## src/rtl/bias_mem_stream.sv

```systemverilog
// bias_mem_stream: bias word store for the fully-connected stages.
// The host side gets a random-access write port and a registered read port.
// The datapath side gets a sequencer that streams a programmable window of
// entries over valid/ready, with optional looping and an abort input.
// Storage is a resettable flop array, so a reset leaves every word at zero.
module bias_mem_stream #(
    parameter int DATA_WIDTH = 32,
    parameter int ADDR_WIDTH = 3
) (
    input  logic                  clk,
    input  logic                  reset,
    input  logic                  wr_en,
    input  logic [ADDR_WIDTH-1:0] wr_addr,
    input  logic [DATA_WIDTH-1:0] wr_data,
    input  logic                  rd_en,
    input  logic [ADDR_WIDTH-1:0] rd_addr,
    output logic [DATA_WIDTH-1:0] rd_data,
    output logic                  rd_valid,
    input  logic                  start,
    input  logic [ADDR_WIDTH-1:0] start_addr,
    input  logic [ADDR_WIDTH:0]   count,
    input  logic                  loop,
    input  logic                  stop,
    output logic [DATA_WIDTH-1:0] bias_data,
    output logic                  bias_valid,
    input  logic                  bias_ready,
    output logic                  pass_done,
    output logic                  busy
);

    localparam int DEPTH = 2 ** ADDR_WIDTH;

    typedef enum logic {
        IDLE = 1'b0,
        RUN  = 1'b1
    } state_t;

    // storage and host read port
    logic [DATA_WIDTH-1:0] mem_q [DEPTH];
    logic [DATA_WIDTH-1:0] mem_d [DEPTH];
    logic [DATA_WIDTH-1:0] rd_data_q;
    logic [DATA_WIDTH-1:0] rd_data_d;
    logic                  rd_valid_q;
    logic                  rd_valid_d;

    // stream sequencer
    state_t                state_q;
    state_t                state_d;
    logic [ADDR_WIDTH-1:0] ptr_q;
    logic [ADDR_WIDTH-1:0] ptr_d;
    logic [ADDR_WIDTH:0]   remaining_q;
    logic [ADDR_WIDTH:0]   remaining_d;
    logic [ADDR_WIDTH-1:0] shadow_addr_q;
    logic [ADDR_WIDTH-1:0] shadow_addr_d;
    logic [ADDR_WIDTH:0]   shadow_count_q;
    logic [ADDR_WIDTH:0]   shadow_count_d;
    logic                  shadow_loop_q;
    logic                  shadow_loop_d;
    logic [DATA_WIDTH-1:0] bias_data_q;
    logic [DATA_WIDTH-1:0] bias_data_d;
    logic                  bias_valid_q;
    logic                  bias_valid_d;
    logic                  pass_done_q;
    logic                  pass_done_d;
    logic                  load_ok;

    // Next memory image: only the host port writes. Both readers look at
    // mem_q, so a same-edge read of a word being written sees the old word.
    always_comb begin
        mem_d = mem_q;
        if (wr_en) begin
            mem_d[wr_addr] = wr_data;
        end
    end

    // Host read: one-cycle latency, data holds between reads.
    always_comb begin
        rd_valid_d = rd_en;
        rd_data_d  = rd_data_q;
        if (rd_en) begin
            rd_data_d = mem_q[rd_addr];
        end
    end

    // Stream FSM next-state: loads a new word whenever the output slot is
    // empty or being accepted. Stop overrides everything else in RUN.
    always_comb begin
        state_d        = state_q;
        ptr_d          = ptr_q;
        remaining_d    = remaining_q;
        shadow_addr_d  = shadow_addr_q;
        shadow_count_d = shadow_count_q;
        shadow_loop_d  = shadow_loop_q;
        bias_data_d    = bias_data_q;
        bias_valid_d   = bias_valid_q;
        pass_done_d    = 1'b0;
        load_ok        = !bias_valid_q || bias_ready;

        case (state_q)
            IDLE: begin
                if (start) begin
                    state_d        = RUN;
                    ptr_d          = start_addr;
                    remaining_d    = count;
                    shadow_addr_d  = start_addr;
                    shadow_count_d = count;
                    shadow_loop_d  = loop;
                end
            end
            RUN: begin
                if (stop) begin
                    state_d      = IDLE;
                    bias_valid_d = 1'b0;
                end else if (load_ok) begin
                    if (remaining_q != '0) begin
                        bias_data_d  = mem_q[ptr_q];
                        bias_valid_d = 1'b1;
                        ptr_d        = ptr_q + 1'b1;
                        remaining_d  = remaining_q - 1'b1;
                    end else if (!shadow_loop_q) begin
                        bias_valid_d = 1'b0;
                        pass_done_d  = 1'b1;
                        state_d      = IDLE;
                    end else begin
                        // Pass boundary while looping: the first word of the
                        // next pass goes out on this same edge, so a held
                        // ready sees no bubble between passes.
                        pass_done_d = 1'b1;
                        if (shadow_count_q != '0) begin
                            bias_data_d  = mem_q[shadow_addr_q];
                            bias_valid_d = 1'b1;
                            ptr_d        = shadow_addr_q + 1'b1;
                            remaining_d  = shadow_count_q - 1'b1;
                        end else begin
                            bias_valid_d = 1'b0;
                            ptr_d        = shadow_addr_q;
                            remaining_d  = '0;
                        end
                    end
                end
            end
            default: begin
                state_d = IDLE;
            end
        endcase
    end

    // Memory and host read registers.
    always_ff @(posedge clk or negedge reset) begin
        if (!reset) begin
            for (int i = 0; i < DEPTH; i++) begin
                mem_q[i] <= '0;
            end
            rd_data_q  <= '0;
            rd_valid_q <= 1'b0;
        end else begin
            mem_q      <= mem_d;
            rd_data_q  <= rd_data_d;
            rd_valid_q <= rd_valid_d;
        end
    end

    // Stream sequencer registers.
    always_ff @(posedge clk or negedge reset) begin
        if (!reset) begin
            state_q        <= IDLE;
            ptr_q          <= '0;
            remaining_q    <= '0;
            shadow_addr_q  <= '0;
            shadow_count_q <= '0;
            shadow_loop_q  <= 1'b0;
            bias_data_q    <= '0;
            bias_valid_q   <= 1'b0;
            pass_done_q    <= 1'b0;
        end else begin
            state_q        <= state_d;
            ptr_q          <= ptr_d;
            remaining_q    <= remaining_d;
            shadow_addr_q  <= shadow_addr_d;
            shadow_count_q <= shadow_count_d;
            shadow_loop_q  <= shadow_loop_d;
            bias_data_q    <= bias_data_d;
            bias_valid_q   <= bias_valid_d;
            pass_done_q    <= pass_done_d;
        end
    end

    assign rd_data    = rd_data_q;
    assign rd_valid   = rd_valid_q;
    assign bias_data  = bias_data_q;
    assign bias_valid = bias_valid_q;
    assign pass_done  = pass_done_q;
    assign busy       = (state_q == RUN);

endmodule
```

## config.mk

```make
export PLATFORM = sky130hd
export DESIGN_NAME = bias_mem_stream
export DESIGN_NICKNAME = d
export VERILOG_FILES = /design/src/rtl/bias_mem_stream.sv
export SDC_FILE = /design/constraint.sdc
export NUM_CORES = 1
export LEC_CHECK = 0
export ABC_AREA = 1
export BUFFER_PORTS_ARGS = -buffer_cell sky130_fd_sc_hd__buf_2
export CORE_UTILIZATION = 36
export DETAILED_ROUTE_END_ITERATION = 7
export PLACE_DENSITY = 0.57
export SETUP_SLACK_MARGIN = 0.02
export SYNTH_ARGS = -nofsm -noshare
export SYNTH_HDL_FRONTEND = slang
export SYNTH_SLANG_ARGS = --single-unit
```

## constraint.sdc

```tcl
create_clock -name clk -period 2 [get_ports clk]
set_input_delay 0.1 -clock clk [delete_from_list [all_inputs] [get_ports clk]]
set_output_delay 0.1 -clock clk [all_outputs]
set_load 0.05 [all_outputs]
```

Yosys cells after proc, flatten, opt, wreduce, memory -nomap -nowiden
Cells that the tools add are included.
- equal/unequal tests: 4
- muxes and demuxes: 44
- add/subtract/negate cells: 4
- magnitude comparators: 5
- bitwise logic cells: 6
- reduce and logical (&&, ||, !) cells: 12
- operators by type and width (operator ; number):
    32-bit two-way mux ; 10
    32-bit binary-select mux with 3-bit select ; 3
    256-bit bitwise mux ; 1
    32-bit demux with 3-bit select ; 1
    4-bit two-way mux ; 6
    3-bit two-way mux ; 6
    4-bit >= comparator, second input constant ; 4
    3-bit inverter with 4-bit output ; 4
    1-bit two-way mux ; 14
    4-bit case mux with 2 select lines ; 1
    4-bit nonzero test ; 2
    4-bit by 1-bit subtractor with 4-bit output, second input constant ; 2
    3-bit by 1-bit adder with 3-bit output, second input constant ; 2
    3-bit case mux with 2 select lines ; 1
    2-bit nonzero test ; 3
    5-bit AND reduction ; 1
    4-bit by 1-bit < comparator with 1-bit output, second input constant ; 1
    2-bit inequality test, second input constant ; 2
    2-bit AND reduction ; 2
    4-bit AND reduction ; 1
    3-bit by 1-bit inequality test with 1-bit output, second input constant ; 1
    2-bit by 1-bit inequality test with 1-bit output, second input constant ; 1
    1-bit inverter ; 2
    1-bit case mux with 2 select lines ; 1
    3 further kinds ; 3
- input port bits: 53
- logic and storage cells: 94
- register bits after elaboration: 339

Logic depth before layout (Yosys ltp)
Gate-level depths: netlist (run 1).
- word-level depth: 7
- mapped depth: 12

Worst setup path after synthesis (run 1)
No wires, ideal clock.
- path kind: flip-flop to flip-flop
- start: register state_q, in the netlist busy
- end: register bias_data_q[22], in the netlist bias_data[22]
- arrival: 1570 ps
- slack: 313 ps
- required time: 1882 ps
- stages on the path, launching flop included: 10
- buffers on the path: 2
- path through: dfrtp_1 > buf_4 > nand2_2 > nor2_2 > o21ai_4 > nor2_8 > inv_4 > buf_4 > nand2_1 > nand2_1
- cells in the longest elaborated chain, start to end: 1
- ends and longest elaborated chain (what ; line ; RTL):
    start: declaration ; 47 ; state_t state_q;
    start signal: assignment ; 176 ; state_q <= state_d;
    5-bit AND reduction (no line) ; n/a ;
    end signal: assignment ; 182 ; bias_data_q <= bias_data_d;
    end: declaration ; 59 ; logic [DATA_WIDTH-1:0] bias_data_q;
Every way passes these cells.
A chain may end at the register's enable or synchronous reset.

Worst setup path in the final report (run 1)
- start: register state_q, in the netlist busy
- end: register shadow_count_q[3]
- cells in the longest elaborated chain, start to end: 2
- ends and longest elaborated chain (what ; line ; RTL):
    1-bit inverter (no line) ; n/a ;
    2-bit AND reduction (no line) ; n/a ;
    end signal: assignment ; 180 ; shadow_count_q <= shadow_count_d;
    end: declaration ; 55 ; logic [ADDR_WIDTH:0] shadow_count_q;
Every way passes these cells.

==> summary.md, run 1 <==
| Metric | Value |
|---|---|
| Final hold violation count | 0 |
| Layout cells sized above 1 | 9.56% |
| Fin cells | 3896 |
| Kind of critical path | flop to flop |
| Global-route usage over all layers | a little over a quarter |
| Die H | ~240 um |
| Compound-cell area share of the yosys netlist | 12.5% |
| Worst Path Buf+Inv | 4 |
| CP delay by family, top | buffers and inverters |
| Initial Util | 36.7% |
| Min Tclk post-route | about 1.9 ns |
| Fmax | 535 MHz |
| Comb pwr share | between 40% and 50% |
| Sequential element share of the synthesized area | 41.5% |
| Slew margin rel. | between 60% and 70% |
| Slowest cell on crit path | dlygate4sd3_1 |
| # clock sinks | 339 |
| Sw power | 0.0145 W |
| Max H-tree Level | 2 |
| DRT antenna net count | 0 |
| CP Launch Type | flop |
| Die width | 240 um |
| Placeable Area | 55600 um2 |
| Simple-gate share of the synthesized area | 35.0% |
| Clk pwr share | approximately 26% |
| Required time worst endpoint | roughly 2.5 ns |
| First-pass DRT Iterations | 6 |
| Worst Tran Pin Value | 0.576 ns |
| Inserted Diodes | 0 |
| Area delta synth->final | 17.8% |
| Synthesized cell area | 20400 um2 |
| Clk_lat worst skew | 0.58 ns |
| Slew Viols, Final | 0 |
| CTS root buf | clkbuf_16 |
| Max clock buf depth | 3 |
| Max_cap viols | 0 |
| Initial antenna violation count | 0 |
| Area leader, netlist | dfrtp_1 |
| Netlist cell types | 29 |
| Worst hold path class | input pin to asynchronous set/reset pin |
| FF+latch count, synth | between 300 and 400 |
| I/O pin cnt | between 100 and 150 |
| Average wire per standard cell | approximately 19 um |
| Num CTS Buffers | 43 |
| Clock slew at reported path FFs | 0.06 ns |
| CP most frequent cell | nand2_1 |
| GPL Wtd Cong | 0.847 |
| Sw Ratio | 44.7% |
| Final setup fails | 0 |
| Synthesized area per cell | 6.73 um2 |
| Final-stage net count | 3169 |
| Cell Rows | 86 |
| Vias per cell | 5.37 |
| Crit-path max FO | 10 |
| Grt ovf | 0 |
| Arrival time at the worst endpoint | 2.33 ns |
| Synth warn | 0 |
| RSZ-0062 raised after global routing | no |
| Final period utilization | 93.5% |
| Mux cell area share after synthesis | 0% |
| Reg power frac | 30.2% |
| Die area | 57700 um2 |
| Placed cells | 3764 |
| Remaining DRCs | 0 |
| CP max stage delay | approximately 0.55 ns |
| Worst VDD drop | 0.768 mV |
| Crit-path cells | buf_4 -> clkinv_1 -> nand2_2 -> clkinvlp_4 -> nand2_1 -> nand2_1 -> dlygate4sd3_1 |
| Proportion of netlist area held by the largest area contributor | between 40% and 50% |
| Power Density | 1350 nW/um2 |
| First-pass GRT wire length | 116000 um |
| Pint | 0.0180 W |
| Final TNS setup | 0 ns |
| DP HPWL | about 44000 um |
| Status | finished clean |
| Via count | 20900 |
| Final Skew | 0.0195 ns |
| Leakage | 12.0 nW |
| Pin count of the biggest net entering global routing | between 80 and 90 |
| DRT Wirelength | 74100 um |
| Top post-synthesis cells by area | dfrtp_1 42%, nand2_1 21%, nand3_1 12% |
| Crit path capture type | flop |
| Starting DRT DRC Count | just over 2000 |
| Vias in the first global route | 20200 |
| Synth Area in XOR/XNOR | 0.0429% |
| Synthesized Nets | 3092 |
| Post-Synth Adder-Cell Area | 0.184% |
| Largest family of logic cells by synthesized area | simple AND/OR/NAND/NOR gates |
| I/O Buffers | 120 |
| Synth Instances | approximately 3000 |
| TritonCTS clock tree | yes |
-- area by class of cell --
type	count	area [um2]
Inverter	282	1070
Fill cell	5657	31600
Tap cell	748	936
Multi-Input combinational cell	2198	9760
Sequential cell	339	8500
Clock inverter	19	269
Timing Repair Buffer	249	2320
Clock buffer	61	1220
-- state kept, by name, summed over array words and instances, names as in the netlist, 3 cells and up --
signal          count
bias_data          32
mem_q             256
rd_data            32
remaining_q         4
ptr_q               3
shadow_addr_q       3
shadow_count_q      4
-- path summary, 6_finish.rpt --
| path | startpoint | endpoint | slack [ns] | depth (start not counted) |
|---|---|---|---|---|
| worst max-delay path | busy$_DFF_PN0_ | shadow_count_q[3]$_DFFE_PN0P_ | 0.13 | 7 |
| worst min-delay path | reset | mem_q[9]$_DFFE_PN0P_ | 0.03 | 2 |
| worst max register to register | busy$_DFF_PN0_ | shadow_count_q[3]$_DFFE_PN0P_ | 0.13 | 7 |
| worst min register to register | rd_data[20]$_DFFE_PN0P_ | rd_data[20]$_DFFE_PN0P_ | 0.47 | 2 |
| max in group asynchronous | reset | bias_data[0]$_DFFE_PN0P_ | 1.22 | 3 |
| min in group clk | rd_addr[0] | rd_data[4]$_DFFE_PN0P_ | 0.17 | 6 |
-- metal layers --
metal  routed length (um)  part of all wire [%]  GRT usage, %
met5                    0                     0             0
met3                 5690                   7.7          3.44
met4                 2810                   3.8          11.1
met1                30800                    42          33.7
met2                34800                    47          43.5
-- cells by family after synthesis --
kind of cell,after synthesis
xor+xnor,1
simple gates,1720
compound gates,474
flops,339
buf+inv,499
fa+ha+maj,3
-- Yosys cell counts --
cell type / count
nor3_4: 1
clkbuf_1: 71
buf_2: 96
nand2_1: 1134
clkinv_1: 1
clkbuf_2: 3
inv_4: 2
buf_8: 1
nor2_1: 82
nor3_1: 2
ha_1: 3
dfrtp_1: 339
nor2_8: 1
nor2_4: 1
o21ai_1: 4
xor2_1: 1
a21oi_1: 71
nand3_2: 2
inv_1: 274
nor2_2: 4
nand3_1: 486
buf_1: 13
nand2_2: 7
o21ai_4: 1
o21ai_0: 330
inv_2: 5
o211ai_1: 68
buf_4: 16
buf_6: 17
-- timing repair --
item | in CTS | in global routing
buffers inserted | 0 | 2
setup endpoints to repair | 0 | 5
endpoints found under the hold margin | 603 | 0
hold buffers | 49 | 0
resized for setup | 0 | 2
-- cells in the final DEF, fill, tap and decap left out, types with 3 or more instances in the layout --
cell type,count
nand3_1,486
clkbuf_1,11
dfrtp_4,3
clkbuf_16,45
clkinv_2,9
dfrtp_1,335
nor2_1,82
bufinv_16,6
clkinvlp_4,3
o21ai_0,330
clkbuf_8,6
nand2_1,1132
inv_1,272
buf_4,33
o21ai_1,4
dlygate4sd3_1,49
a21oi_1,71
buf_2,117
buf_12,47
ha_1,3
nand2_2,9
nor2_2,3
o211ai_1,68
inv_2,5
-- power groups by stage --
stage                     logic (W)  registers, W  clock network, W
after floorplan             0.00870        0.0108                 0
after global placement       0.0139       0.00989                 0
after detailed placement     0.0141       0.00991                 0
after CTS                    0.0142       0.00982           0.00843
after global routing         0.0159        0.0100           0.00872
final                        0.0144       0.00983           0.00829
-- per-stage QoR --
| stage | hold slack [ns] | setup slack (ns) | power (W) | utilization [%] | cell area, um2 |
|---|---|---|---|---|---|
| 2_1_floorplan | -0.196 | 0.313 | 0.0195 | - | 20400 |
| 5_1_grt | 0.0455 | 0.0244 | 0.0346 | 43.3 | 24100 |
| 4_1_cts | 0.0237 | 0.108 | 0.0325 | 43.2 | 24000 |
| 6_report | 0.0347 | 0.131 | 0.0325 | 43.3 | 24100 |
| 3_3_place_gp | 0.0463 | 0.282 | 0.0238 | 39.6 | 22000 |
| 3_5_place_dp | 0.0493 | 0.208 | 0.0240 | 39.6 | 22000 |
Note: power is estimated with default switching activity, not from simulation.
==> run 2, diff against run 1 <==
--- a/config.mk
+++ b/config.mk
@@ -5,10 +5,10 @@
 export SDC_FILE = /design/constraint.sdc
 export NUM_CORES = 1
 export LEC_CHECK = 0
-export ABC_AREA = 1
 export BUFFER_PORTS_ARGS = -buffer_cell sky130_fd_sc_hd__buf_2
 export CORE_UTILIZATION = 36
 export DETAILED_ROUTE_END_ITERATION = 7
+export GPL_ROUTABILITY_DRIVEN = 0
 export PLACE_DENSITY = 0.57
 export SETUP_SLACK_MARGIN = 0.02
 export SYNTH_ARGS = -nofsm -noshare
==> summary.md, run 2 <==
| Metric | Value |
|---|---|
| Pin count of the biggest net entering global routing | 71 (-17%) |
| Tot Pwr | 0.0307 W (-5.8%) |
| Final hold violation count | 0 (unchanged) |
| Most common cell after layout, fill and taps aside | dfrtp_1 |
| Grt ovf | 0 (unchanged) |
| Die width | 231 um (-4.0%) |
| Area delta synth->final | 20.3% |
| Num CTS Buffers | 40 (-7.0%) |
| Placeable Area | 51400 um2 (-7.6%) |
| Clock slew at reported path FFs | 0.06 ns (about the same) |
| TritonCTS clock tree | yes |
| Placement Setup Slack | 0.0794 ns (-0.129 ns) |
| Starting DRT DRC Count | 721 (-64%) |
| Crit Reg-Reg Startpoint | shadow_addr_q[1]$_DFFE_PN0P_ |
| Sequential element share of the synthesized area | 45.1% (+3.6 points) |
| Status | finished clean |
| Hold Path Depth | 3 |
| CTS root buf | clkbuf_16 |
| Slowest cell on crit path | dfrtp_4 |
| Final worst slack | 0.0985 ns (-0.0320 ns) |
| Remaining DRCs | 0 (unchanged) |
| DRT Wirelength | 51600 um (-30%) |
| Final period utilization | 95.1% (+1.6 points) |
| Synth Instances | 1255 (-59%) |
| RSZ-0062 raised after global routing | yes |
| Most frequent cells in the layout | 333 x dfrtp_1, 176 x mux4_2, 163 x mux2_2 |
| Arrival time at the worst endpoint | 2.36 ns (+0.03 ns) |
| Slew margin rel. | 60.6% (-0.93 points) |
| Worst reg2reg endpoint | bias_data[11]$_DFFE_PN0P_ |
| Global-route usage over all layers | 19.9% (-6.1 points) |
| Worst R2R Path Depth | 5 (-2) |
| CP Launch Type | flop |
| CP delay by family, top | multiplexers |
| Crit-path cells | buf_12 -> mux4_2 -> mux2i_1 -> nand2_1 -> a22o_1 |
| CP max stage delay | 0.53 ns (-0.02 ns) |
| Final-stage net count | 1476 (-53%) |
| Min Tclk post-route | 1.90 ns (+0.0320 ns) |
| Worst Tran Pin Value | 0.584 ns (+0.00834 ns) |
| FF+latch count, synth | 339 (unchanged) |
| I/O Buffers | 120 (unchanged) |
| Crit path capture type | flop |
| Async SR Flop Fraction | 100% (unchanged) |
| I/O pin cnt | 121 (unchanged) |
| Leakage | 9.45 nW (-21%) |
| Clk_lat worst skew | 0.57 ns (about the same) |
| Final setup fails | 0 (unchanged) |
| DRT antenna net count | 0 (unchanged) |
| Most frequent cell after synthesis | dfrtp_1 |
| Synthesized cell area | 18800 um2 (-8.0%) |
| Power Density | 1360 nW/um2 (+0.27%) |
| Average wire per standard cell | 24.2 um (+27%) |
| Die area | 53100 um2 (-7.9%) |
| Max reg flops | 256 (unchanged) |
| # clock sinks | 339 (unchanged) |
| Max H-tree Level | 2 (unchanged) |
| Ys flop type | dfrtp_1 |
| Area leader, netlist | dfrtp_1 |
| Worst Path Buf+Inv | 1 (-3) |
| Worst VDD drop | 0.664 mV (-14%) |
| Netlist cell types | 54 (+86%) |
| Synth warn | 0 (unchanged) |
| Synthesized area per cell | 15.0 um2 (+120%) |
| Via count | 12200 (-42%) |
| Top post-synthesis cells by area | dfrtp_1 45%, mux4_2 21%, mux2_2 9.8% |
| Fin cells | 2134 (-45%) |
| Hold Path End | rd_data[3]$_DFFE_PN0P_ |
| Max_cap viols | 0 (unchanged) |
| Final TNS setup | 0 ns (unchanged) |
| Die H | 231 um (-4.0%) |
| Max clock buf depth | 3 (unchanged) |
| Initial Util | 36.6% (-0.15 points) |
| Slew Viols, Final | 0 (unchanged) |
| Crit-path max FO | 25 (+15) |
| Worst hold path class | input pin to flop |
| Worst reg-to-reg setup slack | 0.1 ns (-0.03 ns) |
| Kind of critical path | flop to flop |
| Placed cells | 2008 (-47%) |
| Initial antenna violation count | 2 (+2) |
| Most flops, register | mem_q |
| Hold Slack | 0.237 ns (+0.202 ns) |
| Vias in the first global route | 12800 (-36%) |
| Most frequent cells after synthesis | 339 x dfrtp_1, 176 x mux4_2, 163 x mux2_2, 98 x mux2i_1, 94 x mux2_1 |
| Synthesized Nets | 1311 (-58%) |
| Required time worst endpoint | 2.46 ns (about the same) |
| Proportion of netlist area held by the largest area contributor | 45.1% (+3.6 points) |
| Fmax | 526 MHz (-1.7%) |
| Layout cells sized above 1 | 41.8% (+32 points) |
| First-pass GRT wire length | 80500 um (-31%) |
| Final Skew | 0.0140 ns (-0.00558 ns) |
| Cell Rows | 83 (-3.5%) |
| DP HPWL | 31400 um (-29%) |
| First-pass DRT Iterations | 5 (-1) |
| Vias per cell | 5.73 (+6.7%) |
| Hold path startpoint | rd_addr[2] |
| EDFF count, synth | 0 (unchanged) |
run 2: cell families after synthesis:
kind of cell / Yosys count / share of synthesized area (%)
buf+inv: 113 / 3.27
simple gates: 126 / 3.03
xor+xnor: 3 / 0.140
flops: 339 / 45.1
fa+ha+maj: 3 / 0.200
compound gates: 124 / 4.29
mux: 547 / 43.9
run 2: per-stage QoR:
step,utilization (%),cell area (um2)
2_1_floorplan,-,18800
3_3_place_gp,40.1,20600
3_5_place_dp,40.1,20600
4_1_cts,43.9,22600
5_1_grt,44.0,22600
6_report,44.0,22600
run 2: final cells by class:
cell class / instances / area [um2]
Timing Repair Buffer: 232 / 2020
Sequential cell: 339 / 8500
Clock inverter: 18 / 298
Antenna cell: 2 / 5.00
Clock buffer: 56 / 1180
Fill cell: 4613 / 28800
Multi-Input combinational cell: 803 / 9750
Tap cell: 680 / 851
Inverter: 4 / 15.0
run 2: per-layer routing:
metal  GRT usage [%]  vias to the layer above  wire [um]
li1                -                     5275          -
met1            26.4                     6507      22100
met2            33.5                      382      25500
met3            3.93                       68       3010
met4            4.95                        0        952
met5               0                        -          0
run 2: worst reg2reg max path, cell delays in order (launching register included):
cell and delay, ns:
dfrtp_4 0.53, buf_12 0.27, mux4_2 0.55, mux2i_1 0.19
nand2_1 0.08, a22o_1 0.18
run 2: worst max-delay path by stage:
stage                                      start  slack, ns  cells after the start                          to
finish              shadow_addr_q[1]$_DFFE_PN0P_        0.1                      5   bias_data[11]$_DFFE_PN0P_
global route        shadow_addr_q[1]$_DFFE_PN0P_       0.01                      5    bias_data[4]$_DFFE_PN0P_
CTS                   remaining_q[0]$_DFFE_PN0P_       0.05                      6    bias_data[8]$_DFFE_PN0P_
detailed placement    remaining_q[0]$_DFFE_PN0P_       0.08                      6    bias_data[8]$_DFFE_PN0P_
global placement      remaining_q[0]$_DFFE_PN0P_       0.13                      5        ptr_q[1]$_DFFE_PN0P_
floorplan                         busy$_DFF_PN0_       0.15                      6  remaining_q[3]$_DFFE_PN0P_
run 2: what timing repair did:
item	CTS	global route
hold endpoints to repair	577	0
setup endpoints to repair	0	22
setup buffers	0	2
resized for setup	0	5
hold buffers	48	0
run 2: power by group:
part	switching (W)	internal, W	leakage (nW)
logic	0.00607	0.00615	4.64
clock network	0.00298	0.00516	0.736
registers	0.00168	0.00861	4.07
total	0.0107	0.0199	9.45
